<file path="src/rtl/bcd_arb_pkg.sv">
// Shared types, widths and the BCD range check for the shared-decoder arbiter.
package bcd_arb_pkg;

  localparam int unsigned BIN_W = 4;
  localparam int unsigned BCD_W = 8;

  typedef enum logic [1:0] {
    IDLE   = 2'd0,
    DECODE = 2'd1,
    RESP   = 2'd2
  } state_e;

  // Flags a {tens, ones} result that is not a legal BCD encoding of 0..15.
  function automatic logic bcd_range_err(input logic [BCD_W-1:0] bcd);
    return (bcd[7:5] != 3'd0) ||
           (bcd[3:0] > 4'd9) ||
           (bcd[4] && (bcd[3:0] > 4'd5));
  endfunction

endpackage

</file>
<file path="src/rtl/rr_arbiter.sv">
// Combinational round-robin picker: first set request at or above ptr, wrapping.
module rr_arbiter #(
  parameter int unsigned NUM_REQ = 4,
  parameter int unsigned ID_W    = $clog2(NUM_REQ)
) (
  input  logic [NUM_REQ-1:0] req,
  input  logic [ID_W-1:0]    ptr,
  input  logic               en,
  output logic [NUM_REQ-1:0] gnt,
  output logic [ID_W-1:0]    gnt_idx
);

  function automatic logic [ID_W-1:0] wrap_idx(input int unsigned base, input int unsigned off);
    return ID_W'((base + off) % NUM_REQ);
  endfunction

  logic            found;
  logic [ID_W-1:0] cand;

  always_comb begin
    gnt     = '0;
    gnt_idx = '0;
    found   = 1'b0;
    cand    = '0;
    for (int unsigned i = 0; i < NUM_REQ; i++) begin
      cand = wrap_idx(32'(ptr), i);
      if (en && !found && req[cand]) begin
        gnt[cand] = 1'b1;
        gnt_idx   = cand;
        found     = 1'b1;
      end
    end
  end

endmodule

</file>
<file path="src/rtl/bcd_decode_arbiter.sv">
// Arbitrates NUM_REQ requesters onto one shared binary-to-BCD decoder and
// returns the registered, range-checked result on a valid/ready channel.
module bcd_decode_arbiter
  import bcd_arb_pkg::*;
#(
  parameter int unsigned NUM_REQ = 4,
  parameter int unsigned ID_W    = $clog2(NUM_REQ)
) (
  input  logic                     clk,
  input  logic                     rst,
  input  logic [NUM_REQ-1:0]       req_valid,
  input  logic [NUM_REQ*BIN_W-1:0] req_binary,
  output logic [NUM_REQ-1:0]       req_ready,
  output logic                     dec_en,
  output logic [BIN_W-1:0]         dec_binary,
  input  logic [BCD_W-1:0]         dec_bcd,
  output logic                     rsp_valid,
  input  logic                     rsp_ready,
  output logic [ID_W-1:0]          rsp_id,
  output logic [BCD_W-1:0]         rsp_bcd,
  output logic                     rsp_err,
  output logic                     busy
);

  state_e           state_q, state_d;
  logic [ID_W-1:0]  rr_ptr_q, rr_ptr_d;
  logic [BIN_W-1:0] bin_q, bin_d;
  logic [ID_W-1:0]  id_q, id_d;
  logic             dec_en_q, dec_en_d;
  logic             rsp_valid_q, rsp_valid_d;
  logic [ID_W-1:0]  rsp_id_q, rsp_id_d;
  logic [BCD_W-1:0] rsp_bcd_q, rsp_bcd_d;
  logic             rsp_err_q, rsp_err_d;
  logic             busy_q, busy_d;

  logic [NUM_REQ-1:0] gnt;
  logic [ID_W-1:0]    gnt_idx;
  logic [ID_W-1:0]    ptr_inc;

  rr_arbiter #(
    .NUM_REQ (NUM_REQ),
    .ID_W    (ID_W)
  ) u_rr_arbiter (
    .req     (req_valid),
    .ptr     (rr_ptr_q),
    .en      (state_q == IDLE),
    .gnt     (gnt),
    .gnt_idx (gnt_idx)
  );

  assign ptr_inc = ((32'(gnt_idx) + 32'd1) == NUM_REQ) ? '0 : ID_W'(32'(gnt_idx) + 32'd1);

  // bin_q doubles as the decoder operand; it is cleared once DECODE ends.
  always_comb begin
    state_d     = state_q;
    rr_ptr_d    = rr_ptr_q;
    bin_d       = bin_q;
    id_d        = id_q;
    dec_en_d    = dec_en_q;
    rsp_valid_d = rsp_valid_q;
    rsp_id_d    = rsp_id_q;
    rsp_bcd_d   = rsp_bcd_q;
    rsp_err_d   = rsp_err_q;
    busy_d      = busy_q;
    unique case (state_q)
      IDLE: begin
        if (|gnt) begin
          bin_d    = req_binary[BIN_W*32'(gnt_idx) +: BIN_W];
          id_d     = gnt_idx;
          rr_ptr_d = ptr_inc;
          dec_en_d = 1'b1;
          busy_d   = 1'b1;
          state_d  = DECODE;
        end
      end
      DECODE: begin
        dec_en_d    = 1'b0;
        bin_d       = '0;
        rsp_bcd_d   = dec_bcd;
        rsp_id_d    = id_q;
        rsp_err_d   = bcd_range_err(dec_bcd);
        rsp_valid_d = 1'b1;
        state_d     = RESP;
      end
      RESP: begin
        if (rsp_ready) begin
          rsp_valid_d = 1'b0;
          busy_d      = 1'b0;
          state_d     = IDLE;
        end
      end
      default: begin
        dec_en_d    = 1'b0;
        bin_d       = '0;
        rsp_valid_d = 1'b0;
        busy_d      = 1'b0;
        state_d     = IDLE;
      end
    endcase
  end

  always_ff @(posedge clk) begin
    if (rst) begin
      state_q     <= IDLE;
      rr_ptr_q    <= '0;
      bin_q       <= '0;
      id_q        <= '0;
      dec_en_q    <= 1'b0;
      rsp_valid_q <= 1'b0;
      rsp_id_q    <= '0;
      rsp_bcd_q   <= '0;
      rsp_err_q   <= 1'b0;
      busy_q      <= 1'b0;
    end else begin
      state_q     <= state_d;
      rr_ptr_q    <= rr_ptr_d;
      bin_q       <= bin_d;
      id_q        <= id_d;
      dec_en_q    <= dec_en_d;
      rsp_valid_q <= rsp_valid_d;
      rsp_id_q    <= rsp_id_d;
      rsp_bcd_q   <= rsp_bcd_d;
      rsp_err_q   <= rsp_err_d;
      busy_q      <= busy_d;
    end
  end

  assign req_ready  = gnt;
  assign dec_en     = dec_en_q;
  assign dec_binary = bin_q;
  assign rsp_valid  = rsp_valid_q;
  assign rsp_id     = rsp_id_q;
  assign rsp_bcd    = rsp_bcd_q;
  assign rsp_err    = rsp_err_q;
  assign busy       = busy_q;

endmodule

</file>
<file path="config.mk">
export PLATFORM = sky130hd
export DESIGN_NAME = bcd_decode_arbiter
export DESIGN_NICKNAME = d
export VERILOG_FILES = /design/src/rtl/bcd_arb_pkg.sv /design/src/rtl/rr_arbiter.sv /design/src/rtl/bcd_decode_arbiter.sv
export SDC_FILE = /design/constraint.sdc
export NUM_CORES = 1
export LEC_CHECK = 0
export CAP_MARGIN = 20
export CORE_ASPECT_RATIO = 0.75
export CORE_MARGIN = 4
export CORE_UTILIZATION = 45
export DETAILED_ROUTE_END_ITERATION = 10
export DONT_BUFFER_PORTS = 1
export SYNTH_ARGS = -nofsm -noshare
export SYNTH_HDL_FRONTEND = slang
export SYNTH_HIERARCHICAL = 1
export SYNTH_SLANG_ARGS = --single-unit
</file>
<file path="constraint.sdc">
create_clock -name clk -period 4.6 [get_ports clk]
set_input_delay 0.46 -clock clk [delete_from_list [all_inputs] [get_ports clk]]
set_output_delay 0.46 -clock clk [all_outputs]
set_load 0.1 [all_outputs]
</file>
; Yosys cells after proc, flatten, opt, wreduce, memory -nomap -nowiden
; Index checks and enable logic that the tools add are counted.
[classes]
n_shift = 1
n_lt_le_gt_ge = 10
bitwise_logic = 6
n_reduce_logical = 25
addsub = 4
eq_ne = 5
n_mux = 38
[ops]
columns = operator, n
row1 = "equality test 32 x 3 -> 1 bit, second input constant", 1
row2 = 2-to-1 mux 4 bit, 5
row3 = variable part select 16 x 5 -> 4 bit, 1
row4 = 2-to-1 mux 2 bit, 7
row5 = 2-to-1 mux 1 bit, 13
row6 = logical AND 1 bit, 12
row7 = "less-than comparator 2 x 3 -> 1 bit, second input constant", 4
row8 = OR 4 bit, 3
row9 = binary-select mux 1 bit (select 2 bit), 4
row10 = demux 1 bit (select 2 bit), 4
row11 = ">= comparator 2 x 1 -> 1 bit, second input constant", 4
row12 = one-hot mux 4 bit (2 select lines), 1
row13 = AND reduction 2 bit, 4
row14 = one-hot mux 1 bit (3 select lines), 2
row15 = one-hot mux 2 bit (3 select lines), 1
row16 = "adder 2 bit, second input constant", 2
row17 = "> comparator 4 x 3 -> 1 bit, second input constant", 1
row18 = "> comparator 4 bit, second input constant", 1
row19 = "inequality test 2 bit, second input constant", 2
row20 = OR reduction 4 bit, 1
row21 = "adder 2 x 1 -> 3 bit, second input constant", 1
row22 = zero test 1 bit, 3
row23 = inverter 1 bit, 3
row24 = AND reduction 3 bit, 1
row25 = 7 further kinds, 8
[totals]
input_bits = 31
word_cells = 99
out_inout_bits = 22
reg_bits = 24

; Depth between registers and ports, before layout
; Gate-level depths: netlist of the first run.
[depth]
depth_word = 19
depth_mapped = 12
mapped_depth_nobuf = 10

; Modules after synthesis
; Netlist of the first run, hierarchy kept.
[modules_own_cells]
columns = module, area_each_um2, cells_per_inst, seq_area_each_um2, instances
row1 = bcd_decode_arbiter, 1044.8, 117, 480.5, 1
row2 = rr_arbiter, 570.5, 73, 0.0, 1

; Worst setup path before layout of the first run
; No wires, ideal clock.
[synth_path]
path_type = register to register
start = register rr_ptr_q[1]
end = register rr_ptr_q[0]
slack_ns = 1.007
path_stages_with_launch = 10
setup_ns = 0.071
synth_period_minus_slack_ns = 3.593
t_arrival_ns = 3.522
path_cell_list = dfxtp_1 inv_1 ha_1 mux4_2 nand2b_4 o21ba_4 a221o_1 nor4_4 or4_1 a21oi_1
[synth_rtl]
columns = element, line
row1 = start: declaration, bcd_decode_arbiter.sv:26  ; logic [ID_W-1:0] rr_ptr_q, rr_ptr_d;
row2 = start signal: assignment, bcd_decode_arbiter.sv:116  ; rr_ptr_q <= rr_ptr_d;
row3 = branches (longest 15 deep; another with less-than comparator 2 x 3 -> 1 bit), -
row4 = 2-to-1 mux 4 bit *, rr_arbiter.sv:27  ; if (en && !found && req[cand]) begin
row5 = net req_ready[1], bcd_decode_arbiter.sv:13  ; output logic [NUM_REQ-1:0] req_ready,
row6 = OR reduction 4 bit *, bcd_decode_arbiter.sv:67  ; if (|gnt) begin
row7 = AND reduction 2 bit (no source line) *, -
; Mark *: on every way through the listed nets, which the timed path passes. The select of a mux whose other input is x is not followed.
; A chain may end at the register's enable or synchronous reset.

; Final worst setup path of the first run
[layout_path]
start = register rr_ptr_q[0]
end = output port req_ready[0]
[layout_between]
elab_chain_cells = 16
[layout_rtl]
columns = element, line
row1 = branches (longest 15 deep; another with less-than comparator 2 x 3 -> 1 bit), -
row2 = 2-to-1 mux 4 bit *, rr_arbiter.sv:27
row3 = end: declaration, bcd_decode_arbiter.sv:13
; Every way passes the cells marked *. The select of a mux whose other input is x is not followed.

==> results of run 1 <==
## cell usage after synthesis (all sizes together), types with 2 or more instances
cell / number / share of area [%]
inv: 6 / 1.4
a21oi: 21 / 6.5
a211oi: 2 / 1.7
o21ai: 7 / 2.2
dfxtp: 24 / 30
o211ai: 5 / 2.3
nand4b: 4 / 2.2
nor4: 3 / 2.1
mux4: 6 / 8.4
a21o: 2 / 1.0
nand3: 4 / 1.2
or4: 2 / 0.93
nand2: 38 / 8.8
mux2i: 2 / 1.2
ha: 8 / 6.2
nor3: 2 / 0.62
a221o: 4 / 2.5
o21a: 5 / 2.3
clkbuf: 4 / 0.93
nor2: 11 / 2.6
a22o: 2 / 1.2
nor2b: 8 / 3.1
buf: 8 / 4.0
## power by group through the flow
stage | combinational (W) | clock, W | sequential (W)
final | 0.000658 | 0.000143 | 0.000604
after global routing | 0.000716 | 0.000157 | 0.000616
after CTS | 0.000658 | 0.000146 | 0.000605
after detailed placement | 0.000654 | 0 | 0.000609
after global placement | 0.000646 | 0 | 0.000606
after floorplan | 0.000577 | 0 | 0.000581
## area by class of cell
class / count / area (um^2)
repair buffers: 5 / 37.5
fillers: 326 / 1700
multi-input cells: 148 / 1030
inverters: 6 / 22.5
flip-flops and latches: 24 / 480
clock buffers: 4 / 55.1
well taps: 40 / 50.0
## per-stage QoR
step	hold WS (ns)	setup WS (ns)	total power, W
final	0.250	0.679	0.00140
after global routing	0.233	0.541	0.00149
after CTS	0.250	0.720	0.00141
after detailed placement	0.439	0.787	0.00126
after global placement	0.433	0.944	0.00125
after floorplan	0.428	1.01	0.00116
## worst register-to-register path, cell delays in order (launching register included)
cell	delay [ns]
dfxtp_1	0.66
inv_1	0.28
ha_1	0.59
mux4_2	0.64
nand2_1	0.11
o21a_1	0.11
nor2b_1	0.04
a221o_1	0.32
or4_1	0.71
a21oi_1	0.21
o31ai_1	0.08
## flip-flops by register name, indices dropped and copies added, names as in the netlist
signal,flops
id_q,2
rsp_id,2
rsp_err,1
busy,1
dec_en,1
dec_binary,4
rsp_bcd,8
rr_ptr_q,2
state_q,2
rsp_valid,1
## logic make-up after synthesis
family	synth area share (%)
flops	29.7
buf+inv	6.35
mux	9.61
simple gates	23.9
compound gates	24.2
fa+ha+maj	6.20
## path summary, 6_finish.rpt
kind / startpoint / to / cells past startpoint
worst max-delay path: rr_ptr_q[0] / req_ready[0] / 7
worst min-delay path: rst / dec_en / 1
worst max register to register: rr_ptr_q[0] / busy / 10
worst min register to register: id_q[0] / rsp_id[0] / 2
## metal layers
metal,wire (um),vias up
met4,9,0
met3,469,2
met2,1430,62
li1,-,684
met5,0,-
met1,1840,609
==> metrics.yaml, run 1 <==
global_route:
  antenna_found_initial: 0
  busiest_layer: "met1"
  overflow: 0
  met2_usage_pct: 21.9
  grt_pass1_vias: 1243
  gr-usage-met3_pct: 8.13
  grt.total_usage_pct: 16.0
  grt_max_degree: 23
  met1_usage_pct: 22.9
  grt_pass1_wl_um: 5960
setup_path:
  criticalPathCategory: "flop to output pin"
  cp-start-kind: "flop"
  critPathArrivalTime_ns: 3.46
  reg2reg_setup_slack_ns: 0.75
  endpoint_kind: "output pin"
  critPathMaxFanout: 13
  worst_path_dominant_cell_family: "flip-flops"
  cpPeakStageDelay_ns: 0.66
  cp.required_ns: 4.14
  cp_num_buf_inv: 2
  cp_slowest_cell: "dfxtp_1"
  worstPathCellList: "inv_1, ha_1, mux4_2, nand2b_4, a211oi_4, a221o_1, buf_4"
pwr:
  switching_share_pct: 58.2
  clkPwrFrac_pct: 10.2
  p_int_w: 0.000587
  leakage_nw: 0.617
  comb_power_share_pct: 46.8
  ir_drop_mv: 0.366
  p_seq_share_pct: 43.0
  p_per_area_mw_per_mm2: 837
  p_sw_w: 0.000817
yosys:
  synth_edf_count: 0
  synth-seq-cells: 24
  yosysSeqAreaShare_pct: 29.7
  async_flop_share_pct: 0
  synth_fp_nets: 229
  synthDistinctLibCells: 40
  netlist_area_mm2: 0.00162
  ys_warn_count: 6
  netlist_instances: 190
  ys.flop_type: "dfxtp_1"
  synth_area_per_cell_um2: 8.50
finish:
  mostFrequentLayoutCell: "nand2_1"
  drive_gt1_share_pct: 11.8
  fin_cells: 227
  design_area_mm2: 0.00168
  layout_common_cells: "nand2_1 (38), dfxtp_1 (24), a21oi_1 (21), nor2_1 (11)"
  final_core_util_pct: 49.7
  n_antenna_cell: 0
  layout.nets: 227
  area_delta_synth_final_pct: 3.87
drt:
  first_pass_iters: 4
  ant_nets: 0
  totalWireLength_um: 3750
  drtIter0Drc: 136
  wire_per_inst_um: 16.5
  drc: 0
  vias: 1357
  via_per_inst: 5.98
sta:
  worst_pin_slew_ns: 1.02
  maxSlewViolCount: 0
  skew_ns: 0.00309
  fin_tns_setup_ns: 0
  fin_crit_sh_pct: 85.2
  period_needed_ns: 3.92
  setup_violations: 0
  hold_viol: 0
  grt_setup_unrepaired: "no"
  fmaxAchievable_mhz: 255
  slew_headroom_pct: 32.0
clock_tree:
  clockBufferDepth: 2
  clk_pin_slew_ns: 0.08
  cts_root_buffer: "clkbuf_8"
  post_cts_buffers: 0
  clock-sinks: 24
  ctsResizeCount: 0
  cts_tree: "built"
  cts-hold-fix-buffers: 0
  cts_max_level: 1
  cts_made_buffers: 3
  clock_latency_ns: 0.26
status:
  status: "completed"
die:
  die_area_mm2: 0.00462
  start_util_pct: 47.8
  core_mm2: 0.00338
  io_pins: 53
  rows: 18
  die_w_um: 77.2
  fp.dieH_um: 59.9
placement:
  dp_hpwl_um: 2780
  gp_congestion: 0.871
  place.port_buffers: 0
  dpl_cell_area_mm2: 0.00162
  dp.cells: 223
hold_path:
  worstHoldPathType: "input port to flop"
job:
  drv_cap: 0
(Power assumes the default switching activity.)
==> run 2: changes to the inputs <==
--- a/config.mk
+++ b/config.mk
@@ -11,6 +11,7 @@
 export CORE_UTILIZATION = 45
 export DETAILED_ROUTE_END_ITERATION = 10
 export DONT_BUFFER_PORTS = 1
+export PLACE_DENSITY = 0.71
 export SYNTH_ARGS = -nofsm -noshare
 export SYNTH_HDL_FRONTEND = slang
 export SYNTH_HIERARCHICAL = 1
==> run 2 against run 1 <==
  * Non-clock buffer count is the same
  * Cell count unchanged
  * Global-route usage increased by 0.74 points
  * Wire length is 1.9% higher
  * Core utilization did not move
  * Sequential share of layout area unchanged
  * Total power up 0.24%
  * First-iteration DRC count down 3.7%
  * Largest cell class unchanged
  * Largest power group unchanged
  * Highest routed layer unchanged
==> metrics.yaml, run 2 (synthesis results as in run 1) <==
placement:
  gp_congestion: 0.901  # was 0.871
  place.port_buffers: 0  # unchanged
  dp_hpwl_um: 2970  # was 2780 um
  dp.cells: 223  # unchanged
global_route:
  antenna_found_initial: 0  # unchanged
  grt_pass1_wl_um: 6230  # was 5960 um
  overflow: 0  # unchanged
  grt_max_degree: 23  # unchanged
  grt.total_usage_pct: 16.7  # was 16.0%
  grt_pass1_vias: 1280  # was 1243
hold_path:
  worstHoldPathType: "input port to flop"  # unchanged
setup_path:
  cp-start-kind: "flop"  # unchanged
  endpoint_kind: "output pin"  # unchanged
  worstPathCellList: "inv_1, ha_1, mux4_2, nand2b_4, a211oi_4, a221o_1, buf_4"  # unchanged
  criticalPathCategory: "flop to output pin"  # unchanged
  critPathMaxFanout: 13  # unchanged
  cpPeakStageDelay_ns: 0.62  # was 0.66 ns
  cp_slowest_cell: "mux4_2"  # was dfxtp_1
  critPathArrivalTime_ns: 3.36  # was 3.46 ns
  cp.required_ns: 4.14  # about the same
sta:
  period_needed_ns: 3.82  # was 3.92 ns
  whs_ns: 0.252  # was 0.250 ns
  fin_tns_setup_ns: 0  # unchanged
  slew_headroom_pct: 31.4  # was 32.0%
  skew_ns: 0.00649  # was 0.00309 ns
  setup_violations: 0  # unchanged
  worst_pin_slew_ns: 1.03  # was 1.02 ns
  maxSlewViolCount: 0  # unchanged
  fmaxAchievable_mhz: 262  # was 255 MHz
  grt_setup_unrepaired: "no"  # unchanged
  hold_viol: 0  # unchanged
  fin_crit_sh_pct: 83.1  # was 85.2%
finish:
  largest_register_ffs: 8  # unchanged
  ff_latch_area_um2: 480  # unchanged
  layout.nets: 227  # unchanged
  mostFrequentLayoutCell: "nand2_1"  # unchanged
  final_core_util_pct: 49.7  # unchanged
  multi_input_area_mm2: 0.00103  # unchanged
  layout_common_cells: "nand2_1 (38), dfxtp_1 (24), a21oi_1 (21), nor2_1 (11)"  # unchanged
  num-fill-cells: 331  # was 326
  fin_cells: 227  # unchanged
  area_delta_synth_final_pct: 3.87  # unchanged
  drive_gt1_share_pct: 11.8  # unchanged
  n_antenna_cell: 0  # unchanged
drt:
  wire_per_inst_um: 16.8  # was 16.5 um
  ant_nets: 0  # unchanged
  vias: 1391  # was 1357
  first_pass_iters: 4  # unchanged
  totalWireLength_um: 3820  # was 3750 um
  drtIter0Drc: 131  # was 136
  via_per_inst: 6.13  # was 5.98
  drc: 0  # unchanged
die:
  core_mm2: 0.00338  # unchanged
  rows: 18  # unchanged
  die_area_mm2: 0.00462  # unchanged
  fp.dieH_um: 59.9  # unchanged
  die_w_um: 77.2  # unchanged
  io_pins: 53  # unchanged
  start_util_pct: 47.8  # unchanged
job:
  drv_cap: 0  # unchanged
pwr:
  p_per_area_mw_per_mm2: 839  # was 837 mW/mm^2
  clkPwrFrac_pct: 10.0  # was 10.2%
  p_int_w: 0.000588  # was 0.000587 W
  switching_share_pct: 58.2  # about the same
  p_sw_w: 0.000820  # was 0.000817 W
  p_seq_share_pct: 42.8  # was 43.0%
  ir_drop_mv: 0.256  # was 0.366 mV
  leakage_nw: 0.617  # unchanged
  comb_power_share_pct: 47.1  # was 46.8%
clock_tree:
  cts_max_level: 1  # unchanged
  clockBufferDepth: 2  # unchanged
  cts_made_buffers: 3  # unchanged
  cts_tree: "built"  # unchanged
  cts-hold-fix-buffers: 0  # unchanged
  clk_pin_slew_ns: 0.08  # about the same
  clock_latency_ns: 0.27  # was 0.26 ns
  cts_root_buffer: "clkbuf_8"  # unchanged
  post_cts_buffers: 0  # unchanged
  ctsResizeCount: 0  # unchanged
  clock-sinks: 24  # unchanged
status:
  status: "completed"  # unchanged
## run 2: cell counts in the layout (fill, tap and decap cells not counted)
Identical to the previous run, type by type.
## run 2: worst max-delay path: cells and delay by family, from the launching register on
kind	cells	cell delay, ns
compound gates	2	0.52
fa+ha+maj	1	0.56
buf+inv	2	0.58
flops	1	0.61
mux	1	0.62
simple gates	1	0.18
## run 2: final cells by class
class | instances | area share [%]
clock buffers | 4 | 3.28
inverters | 6 | 1.34
multi-input cells | 148 | 61.5
flip-flops and latches | 24 | 28.6
well taps | 40 | 2.98
repair buffers | 5 | 2.24
## run 2: worst paths after layout
check,depth (start not counted),startpoint,to,slack [ns]
worst max-delay path,7,rr_ptr_q[0],req_ready[0],0.78
worst min-delay path,1,rst,rsp_bcd[3],0.25
worst max register to register,10,rr_ptr_q[0],rr_ptr_q[0],0.83
worst min register to register,2,id_q[1],rsp_id[1],0.44
## run 2: power by group through the flow
stage               combinational, W  clock (W)  sequential, W
floorplan                   0.000577          0       0.000581
global placement            0.000636          0       0.000606
detailed placement          0.000657          0       0.000610
CTS                         0.000661   0.000145       0.000606
global route                0.000718   0.000155       0.000617
finish                      0.000664   0.000141       0.000603
## run 2: metrics by stage
stage / cell area, um^2 / setup WS (ns) / power (W)
after floorplan: 1620 / 1.01 / 0.00116
after global placement: 1620 / 1.00 / 0.00124
after detailed placement: 1620 / 0.858 / 0.00127
after CTS: 1680 / 0.778 / 0.00141
after global routing: 1680 / 0.561 / 0.00149
final: 1680 / 0.780 / 0.00141
## run 2: metal layers
metal  wire [um]  vias to the layer above  track usage, %  share of wire [%]
met3         459                        4            7.83                 12
met4          35                        0            4.06               0.92
met5           0                        -               0                  0
met1        1640                      647            21.7                 43
met2        1690                       55            25.3                 44
li1            -                      685               -                  -
